File: config.mk
export PLATFORM = sky130hd
export DESIGN_NAME = capture_ctrl_of_verifla
export DESIGN_NICKNAME = d
export VERILOG_FILES = /design/src/rtl/capture_ctrl_of_verifla_pkg.sv /design/src/rtl/capture_ctrl_of_verifla_rle.sv /design/src/rtl/capture_ctrl_of_verifla.sv
export SDC_FILE = /design/constraint.sdc
export NUM_CORES = 1
export LEC_CHECK = 0
export ABC_CLOCK_PERIOD_IN_PS = 1600
export BUFFER_PORTS_ARGS = -buffer_cell sky130_fd_sc_hd__buf_2
export CAP_MARGIN = 5
export CORE_UTILIZATION = 36
export CTS_BUF_LIST = sky130_fd_sc_hd__clkbuf_4
export DETAILED_ROUTE_END_ITERATION = 12
export PLACE_DENSITY_LB_ADDON = 0.25
export SLEW_MARGIN = 25
export SYNTH_ARGS = -nofsm -noshare
export SYNTH_HDL_FRONTEND = slang
export SYNTH_SLANG_ARGS = --single-unit
File: constraint.sdc
create_clock -name clka -period 1.6 [get_ports clka]
set_input_delay 0.08 -clock clka [delete_from_list [all_inputs] [get_ports clka]]
set_output_delay 0.08 -clock clka [all_outputs]
set_load 0.03 [all_outputs]
File: src/rtl/capture_ctrl_of_verifla_pkg.sv
`default_nettype none
// ============================================================================
// Module   : capture_ctrl_of_verifla_pkg
// Purpose  : Shared defaults, state encoding and word-width helper for the
//            VeriFLA capture controller.
// Revision : 1.0  initial release
// ============================================================================
package capture_ctrl_of_verifla_pkg;

   localparam int DEF_DW   = 8;
   localparam int DEF_IDB  = 8;
   localparam int DEF_AW   = 8;
   localparam int DEF_LAST = 255;
   localparam int DEF_BT   = 64;
   localparam logic [7:0] DEF_TRIG_VALUE = 8'h00;
   localparam logic [7:0] DEF_TRIG_MASK  = 8'hFF;

   typedef enum logic [1:0] {
      ST_IDLE     = 2'd0,
      ST_PRETRIG  = 2'd1,
      ST_POSTTRIG = 2'd2,
      ST_DONE     = 2'd3
   } cap_state_e;

   function automatic int mem_word_bits(input int dw, input int idb);
      return dw + idb;
   endfunction

   localparam int DEF_WORD_BITS = mem_word_bits(DEF_DW, DEF_IDB);

endpackage
`default_nettype wire

File: src/rtl/capture_ctrl_of_verifla_rle.sv
`default_nettype none
// ============================================================================
// Module   : capture_rle_of_verifla
// Purpose  : Run-length tracker; decides whether a sample extends the current
//            memory word or starts a new one, and supplies the repeat count.
// Revision : 1.0  initial release
// ============================================================================
module capture_rle_of_verifla #(
   parameter int DW  = 8,
   parameter int IDB = 8
) (
   input  logic           clk,
   input  logic           rst,
   input  logic           clear_i,
   input  logic           sample_i,
   input  logic           force_new_i,
   input  logic [DW-1:0]  data_i,
   output logic           new_word_o,
   output logic [IDB-1:0] count_o
);

   logic [DW-1:0]  prev_q;
   logic [IDB-1:0] cnt_q;
   logic           w_same;

   // A saturated count can never be extended, so it forces a fresh word.
   assign w_same     = !force_new_i && (data_i == prev_q) && (cnt_q != '1);
   assign new_word_o = !w_same;
   assign count_o    = w_same ? cnt_q + 1'b1 : '0;

   always_ff @(posedge clk or posedge rst) begin
      if (rst) begin
         prev_q <= '0;
         cnt_q  <= '0;
      end else if (clear_i) begin
         cnt_q  <= '0;
      end else if (sample_i) begin
         prev_q <= data_i;
         cnt_q  <= count_o;
      end
   end

endmodule
`default_nettype wire

File: src/rtl/capture_ctrl_of_verifla.sv
`default_nettype none
// ============================================================================
// Module   : capture_ctrl_of_verifla
// Purpose  : Logic-analyzer write-side controller: circular pre-trigger
//            buffer, masked trigger, linear post-trigger fill, optional
//            run-length compression (enabled by LA_RLE_COMPRESS_EN).
// Revision : 1.0  initial release
// ============================================================================
module capture_ctrl_of_verifla
   import capture_ctrl_of_verifla_pkg::*;
#(
   parameter int LA_DATA_INPUT_WORDLEN_BITS = DEF_DW,
   parameter int LA_IDENTICAL_SAMPLES_BITS  = DEF_IDB,
   parameter int LA_MEM_ADDRESS_BITS        = DEF_AW,
   parameter int LA_MEM_LAST_ADDR           = DEF_LAST,
   parameter int LA_BEFORE_TRIGGER_WORDS    = DEF_BT,
   parameter logic [LA_DATA_INPUT_WORDLEN_BITS-1:0] LA_TRIGGER_VALUE =
      LA_DATA_INPUT_WORDLEN_BITS'(DEF_TRIG_VALUE),
   parameter logic [LA_DATA_INPUT_WORDLEN_BITS-1:0] LA_TRIGGER_MASK =
      LA_DATA_INPUT_WORDLEN_BITS'(DEF_TRIG_MASK)
) (
   input  logic                                  clka,
   input  logic                                  rst,
   input  logic                                  arm,
   input  logic                                  sample_en,
   input  logic [LA_DATA_INPUT_WORDLEN_BITS-1:0] data_in,
   output logic [LA_MEM_ADDRESS_BITS-1:0]        addra,
   output logic                                  wea,
   output logic [mem_word_bits(LA_DATA_INPUT_WORDLEN_BITS,
                               LA_IDENTICAL_SAMPLES_BITS)-1:0] dina,
   output logic                                  busy,
   output logic                                  capture_done,
   output logic                                  trigger_seen,
   output logic [LA_MEM_ADDRESS_BITS-1:0]        bt_tail,
   output logic                                  bt_wrapped
);

   localparam int DW  = LA_DATA_INPUT_WORDLEN_BITS;
   localparam int IDB = LA_IDENTICAL_SAMPLES_BITS;
   localparam int AW  = LA_MEM_ADDRESS_BITS;
   localparam int WB  = mem_word_bits(DW, IDB);
   localparam logic [AW-1:0] C_LAST_ADDR = AW'(LA_MEM_LAST_ADDR);
   localparam logic [AW-1:0] C_BT_FIRST  = AW'(LA_BEFORE_TRIGGER_WORDS);
   localparam logic [AW-1:0] C_BT_LAST   = AW'(LA_BEFORE_TRIGGER_WORDS - 1);

   cap_state_e    state_q, state_d;
   logic [AW-1:0] addr_q, addr_d;
   logic [AW-1:0] tail_q, tail_d;
   logic [WB-1:0] dina_q, dina_d;
   logic          wea_q, wea_d;
   logic          first_q, first_d;
   logic          trig_q, trig_d;
   logic          wrap_q, wrap_d;

   logic           w_match;
   logic           w_new_word;
   logic [IDB-1:0] w_count;
   logic [AW-1:0]  w_pre_next;

   assign w_match    = ((data_in ^ LA_TRIGGER_VALUE) & LA_TRIGGER_MASK) == '0;
   assign w_pre_next = (first_q || addr_q == C_BT_LAST) ? '0 : addr_q + 1'b1;

`ifdef LA_RLE_COMPRESS_EN
   logic w_commit;
   logic w_rle_clear;

   // The sample that runs off the end of memory is dropped, so it must not
   // disturb the run tracker either.
   assign w_commit = sample_en &&
                     ((state_q == ST_PRETRIG) ||
                      (state_q == ST_POSTTRIG && !(w_new_word && addr_q == C_LAST_ADDR)));
   assign w_rle_clear = arm && (state_q == ST_IDLE || state_q == ST_DONE);

   capture_rle_of_verifla #(
      .DW  (DW),
      .IDB (IDB)
   ) u_rle (
      .clk         (clka),
      .rst         (rst),
      .clear_i     (w_rle_clear),
      .sample_i    (w_commit),
      .force_new_i (first_q || (state_q == ST_PRETRIG && w_match)),
      .data_i      (data_in),
      .new_word_o  (w_new_word),
      .count_o     (w_count)
   );
`else
   assign w_new_word = 1'b1;
   assign w_count    = '0;
`endif

   always_comb begin
      state_d = state_q;
      addr_d  = addr_q;
      tail_d  = tail_q;
      dina_d  = dina_q;
      wea_d   = 1'b0;
      first_d = first_q;
      trig_d  = trig_q;
      wrap_d  = wrap_q;
      case (state_q)
         ST_IDLE, ST_DONE: begin
            if (arm) begin
               state_d = ST_PRETRIG;
               addr_d  = '0;
               first_d = 1'b1;
               trig_d  = 1'b0;
               wrap_d  = 1'b0;
            end
         end
         ST_PRETRIG: begin
            if (sample_en) begin
               wea_d   = 1'b1;
               first_d = 1'b0;
               dina_d  = {w_count, data_in};
               if (w_match) begin
                  state_d = ST_POSTTRIG;
                  addr_d  = C_BT_FIRST;
                  tail_d  = w_pre_next;
                  trig_d  = 1'b1;
               end else if (w_new_word) begin
                  addr_d = w_pre_next;
                  if (!first_q && addr_q == C_BT_LAST) begin
                     wrap_d = 1'b1;
                  end
               end
            end
         end
         ST_POSTTRIG: begin
            if (sample_en) begin
               if (w_new_word && addr_q == C_LAST_ADDR) begin
                  state_d = ST_DONE;
               end else begin
                  wea_d  = 1'b1;
                  dina_d = {w_count, data_in};
                  if (w_new_word) begin
                     addr_d = addr_q + 1'b1;
                  end
               end
            end
         end
      endcase
   end

   always_ff @(posedge clka or posedge rst) begin
      if (rst) begin
         state_q <= ST_IDLE;
         addr_q  <= '0;
         tail_q  <= '0;
         dina_q  <= '0;
         wea_q   <= 1'b0;
         first_q <= 1'b0;
         trig_q  <= 1'b0;
         wrap_q  <= 1'b0;
      end else begin
         state_q <= state_d;
         addr_q  <= addr_d;
         tail_q  <= tail_d;
         dina_q  <= dina_d;
         wea_q   <= wea_d;
         first_q <= first_d;
         trig_q  <= trig_d;
         wrap_q  <= wrap_d;
      end
   end

   assign addra        = addr_q;
   assign wea          = wea_q;
   assign dina         = dina_q;
   assign busy         = (state_q == ST_PRETRIG) || (state_q == ST_POSTTRIG);
   assign capture_done = (state_q == ST_DONE);
   assign trigger_seen = trig_q;
   assign bt_tail      = tail_q;
   assign bt_wrapped   = wrap_q;

endmodule
`default_nettype wire

* Word level (Yosys, flattened, before mapping)
Index checks and enable logic that the tools add are counted.
** Storage, ports and cells
- Bits in registers :: 38
- Latch bits :: 0
- Bits in writable memories :: 0
- ROM bits :: 0
- Logic and storage cells :: 70
- Memories kept :: 0
** Cells by class
- $add $sub $neg :: 1
- Multipliers :: 0
- Divide/modulo/power cells :: 0
- $lt $le $gt $ge :: 0
- Equal/unequal tests :: 13
- Shifts and indexed selects :: 0
- Mux-type cells :: 32
- Bitwise operators :: 0
- Reduce and logical (&&, ||, !) cells :: 16
** Operator list (count)
- $mux W16 :: 3
- $mux W8 :: 6
- $pmux W16 S2 :: 1
- $pmux W8 S3 :: 1
- $ne A2 B2 Y1 const B :: 8
- $reduce_and A4 Y1 :: 3
- $mux W1 :: 11
- $mux W2 :: 5
- $reduce_and A5 Y1 :: 2
- $add A8 B1 Y8 const B :: 1
- $eq A8 B6 Y1 const B :: 1
- $eq A8 B8 Y1 const B :: 1
- $logic_not A8 Y1 :: 1
- $pmux W1 S2 :: 4
- $pmux W2 S3 :: 1
- $reduce_and A3 Y1 :: 2
- $eq A2 B2 Y1 const B :: 2
- $reduce_bool A2 Y1 :: 2
- $eq A2 B1 Y1 const B :: 1
- $logic_not A2 Y1 :: 1
- $logic_or A1 B1 Y1 :: 2
- $reduce_or A2 Y1 :: 1
- $logic_and A1 B1 Y1 :: 1
- $logic_not A1 Y1 :: 1

* Longest topological paths before layout
Gate-level depths: netlist (run 1).
- Word-level depth :: 6
- Gate-level depth with buffers :: 9
- Gate-level depth less buffers :: 7

* Worst setup path after synthesis (run 1)
OpenSTA, ideal clock, no wires.
- Path kind :: flip-flop to flip-flop
- Start :: register addr_q[0] (netlist: addra[0])
- End :: register dina_q[0] (netlist: dina[0])
- Library setup time :: 0.125 ns
- Arrival :: 1.832 ns
- Setup slack :: -0.357 ns
- Cell stages (with the launch flop) :: 7
- Path through :: dfrtp_1 -> ha_1 -> nand2_1 -> nor4_4 -> or3b_1 -> buf_4 -> mux2_4
** Between the ends
- Cells in the longest elaborated chain, start to end :: 3
** Ends and longest elaborated chain
- start: declaration :: RTL line capture_ctrl_of_verifla.sv:47 : logic [AW-1:0] addr_q, addr_d;
- start signal: assignment :: RTL line capture_ctrl_of_verifla.sv:157 : addr_q <= addr_d;
- $eq A8 B8 Y1 :: RTL line capture_ctrl_of_verifla.sv:131 : if (w_new_word && addr_q == C_LAST_ADDR) begin
- $ne A2 B2 Y1 (no line)
- $reduce_and A4 Y1 (no line)
- end signal: assignment :: RTL line capture_ctrl_of_verifla.sv:159 : dina_q <= dina_d;
- end: declaration :: RTL line capture_ctrl_of_verifla.sv:49 : logic [WB-1:0] dina_q, dina_d;
No other way between the ends.
A chain may end at the register's enable or synchronous reset.

* Worst setup path after layout (run 1)
- Start :: register addr_q[1] (netlist: addra[1])
- End :: register addr_q[0] (netlist: addra[0])
** Between the ends
- Cells in the longest elaborated chain, start to end :: 6
** Ends and longest elaborated chain
- $eq A8 B6 Y1 :: RTL line capture_ctrl_of_verifla.sv:61 : assign w_pre_next = (first_q || addr_q == C_BT_LAST) ? '0 : addr_q + 1'b1;
- $logic_or A1 B1 Y1 :: RTL line capture_ctrl_of_verifla.sv:61
- $mux W8 :: RTL line capture_ctrl_of_verifla.sv:61
- $mux W8 :: RTL line capture_ctrl_of_verifla.sv:116 : if (w_match) begin
- $mux W8 :: RTL line capture_ctrl_of_verifla.sv:112 : if (sample_en) begin
- $pmux W8 S3 :: RTL line capture_ctrl_of_verifla.sv:101 : case (state_q)
Parallel ways exist; a longest one is shown, timed or not. The select of a mux whose other input is x is not followed.

==> results of run 1 <==
-- timing repair --
item,CTS,global route
endpoints found under the setup margin,24,28
hold buffers,9,0
pin swaps,10,8
hold endpoints to repair,38,0
gates resized for setup,16,21
buffers inserted,3,7
gates cloned,0,0
-- state kept, by name, indices dropped and copies added (netlist names) --
name / flops
wea: 1
trigger_seen: 1
first_q: 1
bt_tail: 8
state_q: 2
bt_wrapped: 1
addra: 8
dina: 8
-- worst paths after layout --
path,depth (start not counted),startpoint,endpoint,slack (ns)
setup reg to reg,6,addra[1]$_DFFE_PP0P_,addra[0]$_DFFE_PP0P_,-0.11
hold reg to reg,2,bt_tail[5]$_DFFE_PP0P_,bt_tail[5]$_DFFE_PP0P_,0.48
min in group asynchronous,4,rst,bt_tail[2]$_DFFE_PP0P_,0.35
max in group asynchronous,4,rst,addra[3]$_DFFE_PP0P_,0.93
setup / recovery,6,addra[1]$_DFFE_PP0P_,addra[0]$_DFFE_PP0P_,-0.11
hold / removal,2,sample_en,wea$_DFF_PP0_,0.05
-- cell families after synthesis --
family	after synthesis	synth area share (%)
compound gates	35	14.9
xor+xnor	5	2.62
fa+ha+maj	5	3.74
buf+inv	22	7.78
flops	30	44.9
mux	10	8.46
other cells	1	0.224
simple gates	52	17.4
-- routing by layer --
metal | wire length [um] | GRT usage, % | share of wire (%) | up-vias
met1 | 1940 | 23.8 | 46 | 731
met5 | 0 | 0 | 0 | -
li1 | - | - | - | 723
met4 | 42 | 6.00 | 1.0 | 0
met2 | 2010 | 26.4 | 48 | 39
met3 | 191 | 4.33 | 4.6 | 5
-- stage by stage --
step	setup WS (ns)	utilization (%)	hold WS, ns	instances	power (mW)
2_1_floorplan	-0.139	-	0.170	167	2.54
3_3_place_gp	-0.120	49.1	0.175	278	3.14
3_5_place_dp	-0.143	49.1	0.184	278	3.18
4_1_cts	-0.0901	53.6	0.0136	297	3.77
5_1_grt	-0.146	57.0	0.0331	303	4.31
6_report	-0.106	57.0	0.0483	303	4.09
-- Yosys cell counts, drive strengths merged, types with 2 or more instances --
cell type  instances  area, um2
a211o              2       17.5
a21oi              4       20.0
a22o               4       35.0
and3               3       18.8
buf               13       96.3
dfrtp             30        751
ha                 5       62.6
inv                9       33.8
mux2               9        131
nand2             21       88.8
nand3              5       30.0
nor2               9       41.3
nor2b              2       12.5
nor3               2       10.0
nor4               4       46.3
o21ai             10       50.0
o22ai              3       18.8
o31ai              6       45.0
or2                3       18.8
xnor2              4       35.0
-- power by group through the flow --
stage	logic, mW	registers (mW)	clock network (mW)
floorplan	1.19	1.34	0
global placement	2.09	1.06	0
detailed placement	2.12	1.06	0
CTS	2.24	1.07	0.464
global route	2.73	1.09	0.497
finish	2.57	1.07	0.458
-- layout make-up --
cell class | count | area, um2
fill | 394 | 1900
multi-input combinational | 115 | 993
sequential | 30 | 759
timing repair buffer | 89 | 604
tap | 52 | 65.1
clock buffer | 6 | 45.0
inverter | 9 | 38.8
clock inverter | 2 | 8.76
-- worst max-delay path, delay by kind of cell, from the launching register on --
| family | cells | cell delay [ns] |
|---|---|---|
| flops | 1 | 0.43 |
| fa+ha+maj | 1 | 0.19 |
| mux | 1 | 0.18 |
| simple gates | 3 | 0.34 |
| compound gates | 1 | 0.50 |
==> out/metrics.yaml, run 1 <==
clk_latency_ns: 0.33
syn_area_per_cell_um2: 10.4
synthArstFlopShare_pct: 100
area.growth.synth_to_final_pct: 50.4
grt_max_degree: 31
hold_path.class: "primary input to flop"
yosysWarningCount: 0
placed_cell_area_um2: 2170
leakagePower_nw: 1.29
ios: 49
routed_wl_um: 4190
finalCritPeriodShare_pct: 107
yosysSeqAreaShare_pct: 44.9
slew_violations: 0
drtAntennaViolNets: 0
mostFrequentLayoutCell: "buf_2"
cts.clk_slew.worst_paths_ns: 0.10
initial_utilization_pct: 37.9
syn_area_um2: 1670
drt_iter0_drc: 80
vias: 1498
dp.final_hpwl_um: 2860
die_y_um: 70.1
finalSetupViolCount: 19
cp_cell_sequence: "ha_4, nand3_4, nor4_2, o41a_4, nor2_4, mux2_4"
internal_power_mw: 2.33
cp-end-kind: "flop"
place_congestion: 0.775
routedWlPerCell_um: 13.8
cts_tree: "yes"
slowest_delay_ns: 0.50
fmax_ghz: 0.586
htree_levels: 2
die_area_um2: 4920
p_sw_mw: 1.76
setup_tns_ns: -1.18
grt_pass1_vias: 1387
switching_share_pct: 43.1
seqPwrFrac_pct: 26.1
synth-edff-count: 0
cts_inserted_buffers: 5
port_buffers: 40
finClkSkew_ns: 0.0117
grt_util_all_layers_pct: 17.3
clockBufferDepth: 2
via_per_inst: 4.94
drive_gt1_share_pct: 55.8
critPathLaunchType: "flop"
grt_pass1_wl_um: 6640
cpMaxStageDelayCell: "o41a_4"
synth_seq_cells: 30
pwr_density_cell_nw_per_um2: 1630
design_area_um2: 2510
placementRows: 24
drc: 0
clkPwrFrac_pct: 11.2
fin_ws_ns: -0.106
synth_cell_type_count: 43
rsz0062_at_grt: "true"
max_cap_violations: 0
firstDrtPassIters: 4
irDropWorstVdd_uv: 1240
cts_num_sinks: 30
hold_violations: 0
overflow: 0
num-nets-final: 267
die_w_um: 70.1
synthCells: 160
diodes: 0
crit_fanout: 7
status: "finished, violations left"
violations: "setup timing"
post-route-min-period_ns: 1.71
core_area_um2: 4410
power_frac_comb_pct: 62.7
crit_arrival_ns: 1.97
yosys_most_used_dff: "dfrtp_1"
cts_root_buf: "clkbuf_4"
worstPathRequired_ns: 1.86
crit_type: "flop to flop"
antenna_found_initial: 0
final_cell_mix: "buf_2, buf_4, dfrtp_1, nand2_1"
(Power assumes the default switching activity.)
==> run 2, diff against run 1 <==
- CTS_CLUSTER_SIZE: not set -> 16
- PLACE_DENSITY_LB_ADDON: 0.25 -> not set
==> run 2 against run 1 <==
The flow still finishes with violations (setup timing). Non-clock buffer count down 3. Combinational power down 10%. Largest power group unchanged. Global-route usage down 0.28 points.
==> out/metrics.yaml, run 2 (synthesis results as in run 1) <==
status: "finished, violations left"  # unchanged
violations: "setup timing"  # unchanged
dp.final_hpwl_um: 2850  # was 2860 um
finalCritPeriodShare_pct: 103  # was 107%
finalPower_mw: 3.81  # was 4.09 mW
routed_wl_um: 3990  # was 4190 um
fin_ws_ns: -0.0494  # was -0.106 ns
htree_levels: 2  # unchanged
antenna_found_initial: 0  # unchanged
grt_pass1_vias: 1417  # was 1387
grtUsageMet2_pct: 26.0  # was 26.4%
area.growth.synth_to_final_pct: 46.9  # was 50.4%
cts_inserted_buffers: 5  # unchanged
slowest_delay_ns: 0.47  # was 0.50 ns
seqPwrFrac_pct: 27.2  # was 26.1%
clkPwrFrac_pct: 12.2  # was 11.2%
drive_gt1_share_pct: 52.8  # was 55.8%
leakagePower_nw: 1.27  # was 1.29 nW
routedWlPerCell_um: 13.3  # was 13.8 um
critPathLaunchType: "flop"  # unchanged
die_w_um: 70.1  # unchanged
internal_power_mw: 2.17  # was 2.33 mW
clockBufferDepth: 2  # unchanged
mostFrequentLayoutCell: "buf_2"  # unchanged
dp.cells: 279  # was 278
finalSetupViolCount: 14  # was 19
diodes: 0  # unchanged
num-nets-final: 264  # was 267
power_frac_comb_pct: 60.6  # was 62.7%
drt_iter0_drc: 29  # was 80
drtAntennaViolNets: 0  # unchanged
top_usage_layer: "met2"  # unchanged
grt_max_degree: 31  # unchanged
cp-end-kind: "flop"  # unchanged
worstPathRequired_ns: 1.83  # was 1.86 ns
cts_tree: "yes"  # unchanged
cts_num_sinks: 30  # unchanged
die_y_um: 70.1  # unchanged
overflow: 0  # unchanged
final_cells: 300  # was 303
grt_pass1_wl_um: 6600  # was 6640 um
fill_cells: 382  # was 394
switching_share_pct: 43.0  # was 43.1%
rsz0062_at_grt: "true"  # unchanged
cpMaxStageDelayCell: "or3b_4"  # was o41a_4
clk_latency_ns: 0.34  # was 0.33 ns
hold_violations: 0  # unchanged
crit_fanout: 8  # was 7
cts_root_buf: "clkbuf_4"  # unchanged
max_cap_violations: 0  # unchanged
p_sw_mw: 1.64  # was 1.76 mW
firstDrtPassIters: 4  # unchanged
irDropWorstVdd_uv: 1070  # was 1240 uV
ios: 49  # unchanged
post-route-min-period_ns: 1.65  # was 1.71 ns
crit_type: "flop to flop"  # unchanged
final_cell_mix: "buf_2, buf_4, dfrtp_1, nand2_1, dlygate4sd3_1"  # was buf_2, buf_4, dfrtp_1, nand2_1
core_area_um2: 4410  # unchanged
met1_usage_pct: 23.1  # was 23.8%
cts.clk_slew.worst_paths_ns: 0.10  # about the same
vias: 1472  # was 1498
fmax_ghz: 0.606  # was 0.586 GHz
initial_utilization_pct: 37.9  # unchanged
place_ws_ns: -0.145  # was -0.143 ns
via_per_inst: 4.91  # was 4.94
port_buffers: 40  # unchanged
place_congestion: 0.780  # was 0.775
pwr_density_cell_nw_per_um2: 1550  # was 1630 nW/um2
cp_cell_sequence: "ha_4, nand2_4, nor4_4, or3b_4, mux2_4"  # was ha_4, nand3_4, nor4_2, o41a_4, nor2_4, mux2_4
crit_arrival_ns: 1.88  # was 1.97 ns
use_met3_pct: 4.76  # was 4.33%
slew_violations: 0  # unchanged
finClkSkew_ns: 0.0151  # was 0.0117 ns
hold_path.class: "primary input to flop"  # unchanged
grt_util_all_layers_pct: 17.0  # was 17.3%
placementRows: 24  # unchanged
drc: 0  # unchanged
die_area_um2: 4920  # unchanged
==> run 2: changes by cell type in the layout (fill, tap and decap cells not counted), sizes merged <==
cell / previous run / this run
buf: 80 / 77
==> run 2: worst max-delay path: cells and delay by family (launching register included) <==
family                     cells  cell delay, ns
muxes                          1            0.33
and+or+nand+nor                3            0.59
DFF                            1            0.43
adders and majority gates      1            0.20
==> run 2: layout make-up <==
cell class / instances / area [um2] / area share, %
sequential: 30 / 757 / 30.8
tap: 52 / 65.1 / 2.65
timing repair buffer: 86 / 579 / 23.6
multi-input combinational: 115 / 962 / 39.2
inverter: 9 / 36.3 / 1.48
clock inverter: 2 / 10.0 / 0.408
clock buffer: 6 / 45.0 / 1.83
==> run 2: worst paths after layout <==
| path | start | to | slack, ns | cells past startpoint |
|---|---|---|---|---|
| setup / recovery | addra[1]$_DFFE_PP0P_ | dina[5]$_DFFE_PP0P_ | -0.05 | 5 |
| hold / removal | sample_en | wea$_DFF_PP0_ | 0.04 | 2 |
| setup reg to reg | addra[1]$_DFFE_PP0P_ | dina[5]$_DFFE_PP0P_ | -0.05 | 5 |
| hold reg to reg | bt_tail[0]$_DFFE_PP0P_ | bt_tail[0]$_DFFE_PP0P_ | 0.48 | 2 |
| max in group asynchronous | rst | addra[1]$_DFFE_PP0P_ | 0.93 | 4 |
| min in group asynchronous | rst | bt_tail[2]$_DFFE_PP0P_ | 0.35 | 4 |
==> run 2: power by group through the flow <==
stage | combinational [mW] | clock, mW | sequential (mW)
after detailed placement | 2.09 | 0 | 1.05
after global placement | 2.06 | 0 | 1.05
after global routing | 2.49 | 0.504 | 1.06
after floorplan | 1.19 | 0 | 1.34
final | 2.31 | 0.464 | 1.04
after CTS | 2.24 | 0.471 | 1.04
==> run 2: layer usage <==
| metal | part of all wire, % | vias to the layer above |
|---|---|---|
| li1 | - | 723 |
| met1 | 46 | 716 |
| met2 | 47 | 29 |
| met3 | 4.4 | 4 |
| met4 | 2.0 | 0 |
| met5 | 0 | - |
==> run 2: per-stage QoR <==
step                      area (um2)  TNS, ns  hold slack [ns]  util (%)
after detailed placement        2160    -1.81            0.183      49.0
after global routing            2450    -1.66           0.0506      55.6
after CTS                       2360   -0.969           0.0310      53.5
final                           2450   -0.473           0.0433      55.6
after global placement          2160    -1.30            0.178      49.0
after floorplan                 1750    -1.56            0.170         -
==> run 2: timing repair <==
action,4_1_cts,5_1_grt
gates cloned,0,0
hold buffers,9,0
buffers inserted,3,2
pin swaps,9,13
endpoints found under the hold margin,38,0
gates resized for setup,9,18
setup endpoints to repair,20,26
==> run 3, diff against run 2 <==
- ABC_AREA: not set -> 0
- CORE_MARGIN: not set -> 2
- CORE_UTILIZATION: 36 -> 45
- PLACE_DENSITY: not set -> 0.74
==> run 3 against run 2 <==
The flow still finishes with violations (setup timing). Via count grew 0.27%. Clock-buffer cell count is the same. Cell count shrank 1.3%. Combinational power grew 6%. Maximum frequency shrank 2.2%. Die area shrank 14%. Core utilization grew 12 points. Register-to-register slack lost 0.04 ns. Critical path depth grew 2. First-iteration DRC count grew 150%. Critical path type unchanged. Largest power group unchanged. Highest routed layer unchanged.
==> out/metrics.yaml, run 3 (synthesis results as in run 1) <==
drc: 0  # unchanged
post-route-min-period_ns: 1.69  # was 1.65 ns
ios: 49  # unchanged
drive_gt1_share_pct: 53.2  # was 52.8%
placementRows: 22  # was 24
mostFrequentLayoutCell: "buf_2"  # unchanged
crit_type: "flop to flop"  # unchanged
cp-end-kind: "flop"  # unchanged
die_w_um: 65.0  # was 70.1 um
hold_violations: 0  # unchanged
grt_util_all_layers_pct: 20.1  # was 17.0%
leakagePower_nw: 1.28  # was 1.27 nW
crit_fanout: 7  # was 8
port_buffers: 40  # unchanged
critPathLaunchType: "flop"  # unchanged
fin_ws_ns: -0.0863  # was -0.0494 ns
drtAntennaViolNets: 0  # unchanged
slew_violations: 0  # unchanged
overflow: 0  # unchanged
setup_tns_ns: -0.924  # was -0.473 ns
hold_path.class: "primary input to flop"  # unchanged
firstDrtPassIters: 4  # unchanged
grt_max_degree: 31  # unchanged
placed_cell_area_um2: 2160  # unchanged
initial_utilization_pct: 46.4  # was 37.9%
finalSetupViolCount: 14  # unchanged
cts_root_buf: "clkbuf_4"  # unchanged
pwr_density_cell_nw_per_um2: 1620  # was 1550 nW/um2
cts_tree: "yes"  # unchanged
num-nets-final: 264  # unchanged
fmax_ghz: 0.593  # was 0.606 GHz
crit_arrival_ns: 1.95  # was 1.88 ns
clk_latency_ns: 0.33  # was 0.34 ns
diodes: 0  # unchanged
finClkSkew_ns: 0.0121  # was 0.0151 ns
design_area_um2: 2440  # was 2450 um2
violations: "setup timing"  # unchanged
fill_cells: 258  # was 382
die_y_um: 65.0  # was 70.1 um
worstPathRequired_ns: 1.86  # was 1.83 ns
finalCritPeriodShare_pct: 105  # was 103%
multiInputGateArea_um2: 948  # was 962 um2
register_area_um2: 757  # unchanged
antenna_found_initial: 0  # unchanged
grt_pass1_wl_um: 6470  # was 6600 um
htree_levels: 2  # unchanged
area.growth.synth_to_final_pct: 45.8  # was 46.9%
vias: 1476  # was 1472
final_cell_mix: "buf_2, buf_4, dfrtp_1, nand2_1"  # was buf_2, buf_4, dfrtp_1, nand2_1, dlygate4sd3_1
drt_iter0_drc: 72  # was 29
place_congestion: 0.844  # was 0.780
dp.final_hpwl_um: 2880  # was 2850 um
grt_pass1_vias: 1390  # was 1417
routedWlPerCell_um: 13.5  # was 13.3 um
irDropWorstVdd_uv: 954  # was 1070 uV
cts_num_sinks: 30  # unchanged
clockBufferDepth: 2  # unchanged
core_area_um2: 3610  # was 4410 um2
cts.clk_slew.worst_paths_ns: 0.09  # was 0.10 ns
rsz0062_at_grt: "true"  # unchanged
place_ws_ns: -0.149  # was -0.145 ns
die_area_um2: 4220  # was 4920 um2
routed_wl_um: 4000  # was 3990 um
via_per_inst: 4.99  # was 4.91
cts_inserted_buffers: 5  # unchanged
status: "finished, violations left"  # unchanged
max_cap_violations: 0  # unchanged
## run 3: cell type report
class	instances	area share, %
clock inverter	2	0.411
clock buffer	6	1.85
multi-input combinational	115	38.9
timing repair buffer	86	23.8
sequential	30	31.1
inverter	9	1.49
tap	48	2.46
## run 3: path summary, 6_finish.rpt
| check | end | cells after the start | start | slack [ns] |
|---|---|---|---|---|
| worst max-delay path | addra[3]$_DFFE_PP0P_ | 7 | state_q[0]$_DFFE_PP0P_ | -0.09 |
| worst min-delay path | dina[2]$_DFFE_PP0P_ | 2 | data_in[2] | 0.02 |
| worst max register to register | addra[3]$_DFFE_PP0P_ | 7 | state_q[0]$_DFFE_PP0P_ | -0.09 |
| worst min register to register | bt_tail[7]$_DFFE_PP0P_ | 2 | bt_tail[7]$_DFFE_PP0P_ | 0.49 |
| max in group asynchronous | addra[1]$_DFFE_PP0P_ | 4 | rst | 0.94 |
| min in group asynchronous | bt_tail[6]$_DFFE_PP0P_ | 4 | rst | 0.35 |
## run 3: metal layers
metal	GRT usage [%]	part of all wire, %
met1	26.2	46
met2	33.0	49
met3	3.99	3.9
met4	7.18	1.9
met5	0	0
## run 3: timing repair
action	CTS	global route
pin swaps	7	9
buffers inserted	3	5
hold endpoints to repair	37	0
setup endpoints to repair	19	26
hold buffers	8	0
gates resized for setup	11	15
## run 3: per-stage QoR
| stage | hold WS [ns] | power, mW | util (%) | std cells |
|---|---|---|---|---|
| global route | 0.0157 | 4.20 | 67.6 | 296 |
| floorplan | 0.170 | 2.54 | - | 167 |
| detailed placement | 0.182 | 3.18 | 59.9 | 274 |
| finish | 0.0174 | 3.95 | 67.6 | 296 |
| CTS | 0.00981 | 3.75 | 64.9 | 292 |
| global placement | 0.170 | 3.14 | 59.9 | 274 |
## run 3: worst max-delay path: stages (launching register included)
cell     delay [ns]
dfrtp_1        0.44
inv_2          0.08
ha_4           0.20
inv_4          0.08
nand2_4        0.05
o41a_4         0.41
nor2_4         0.16
a22o_1         0.19
## run 3: report_power, final
group / leakage [nW] / internal [mW] / total (mW) / switching [mW]
clock network: 0.0354 / 0.184 / 0.445 / 0.261
logic: 0.856 / 1.14 / 2.44 / 1.30
registers: 0.387 / 0.936 / 1.06 / 0.128
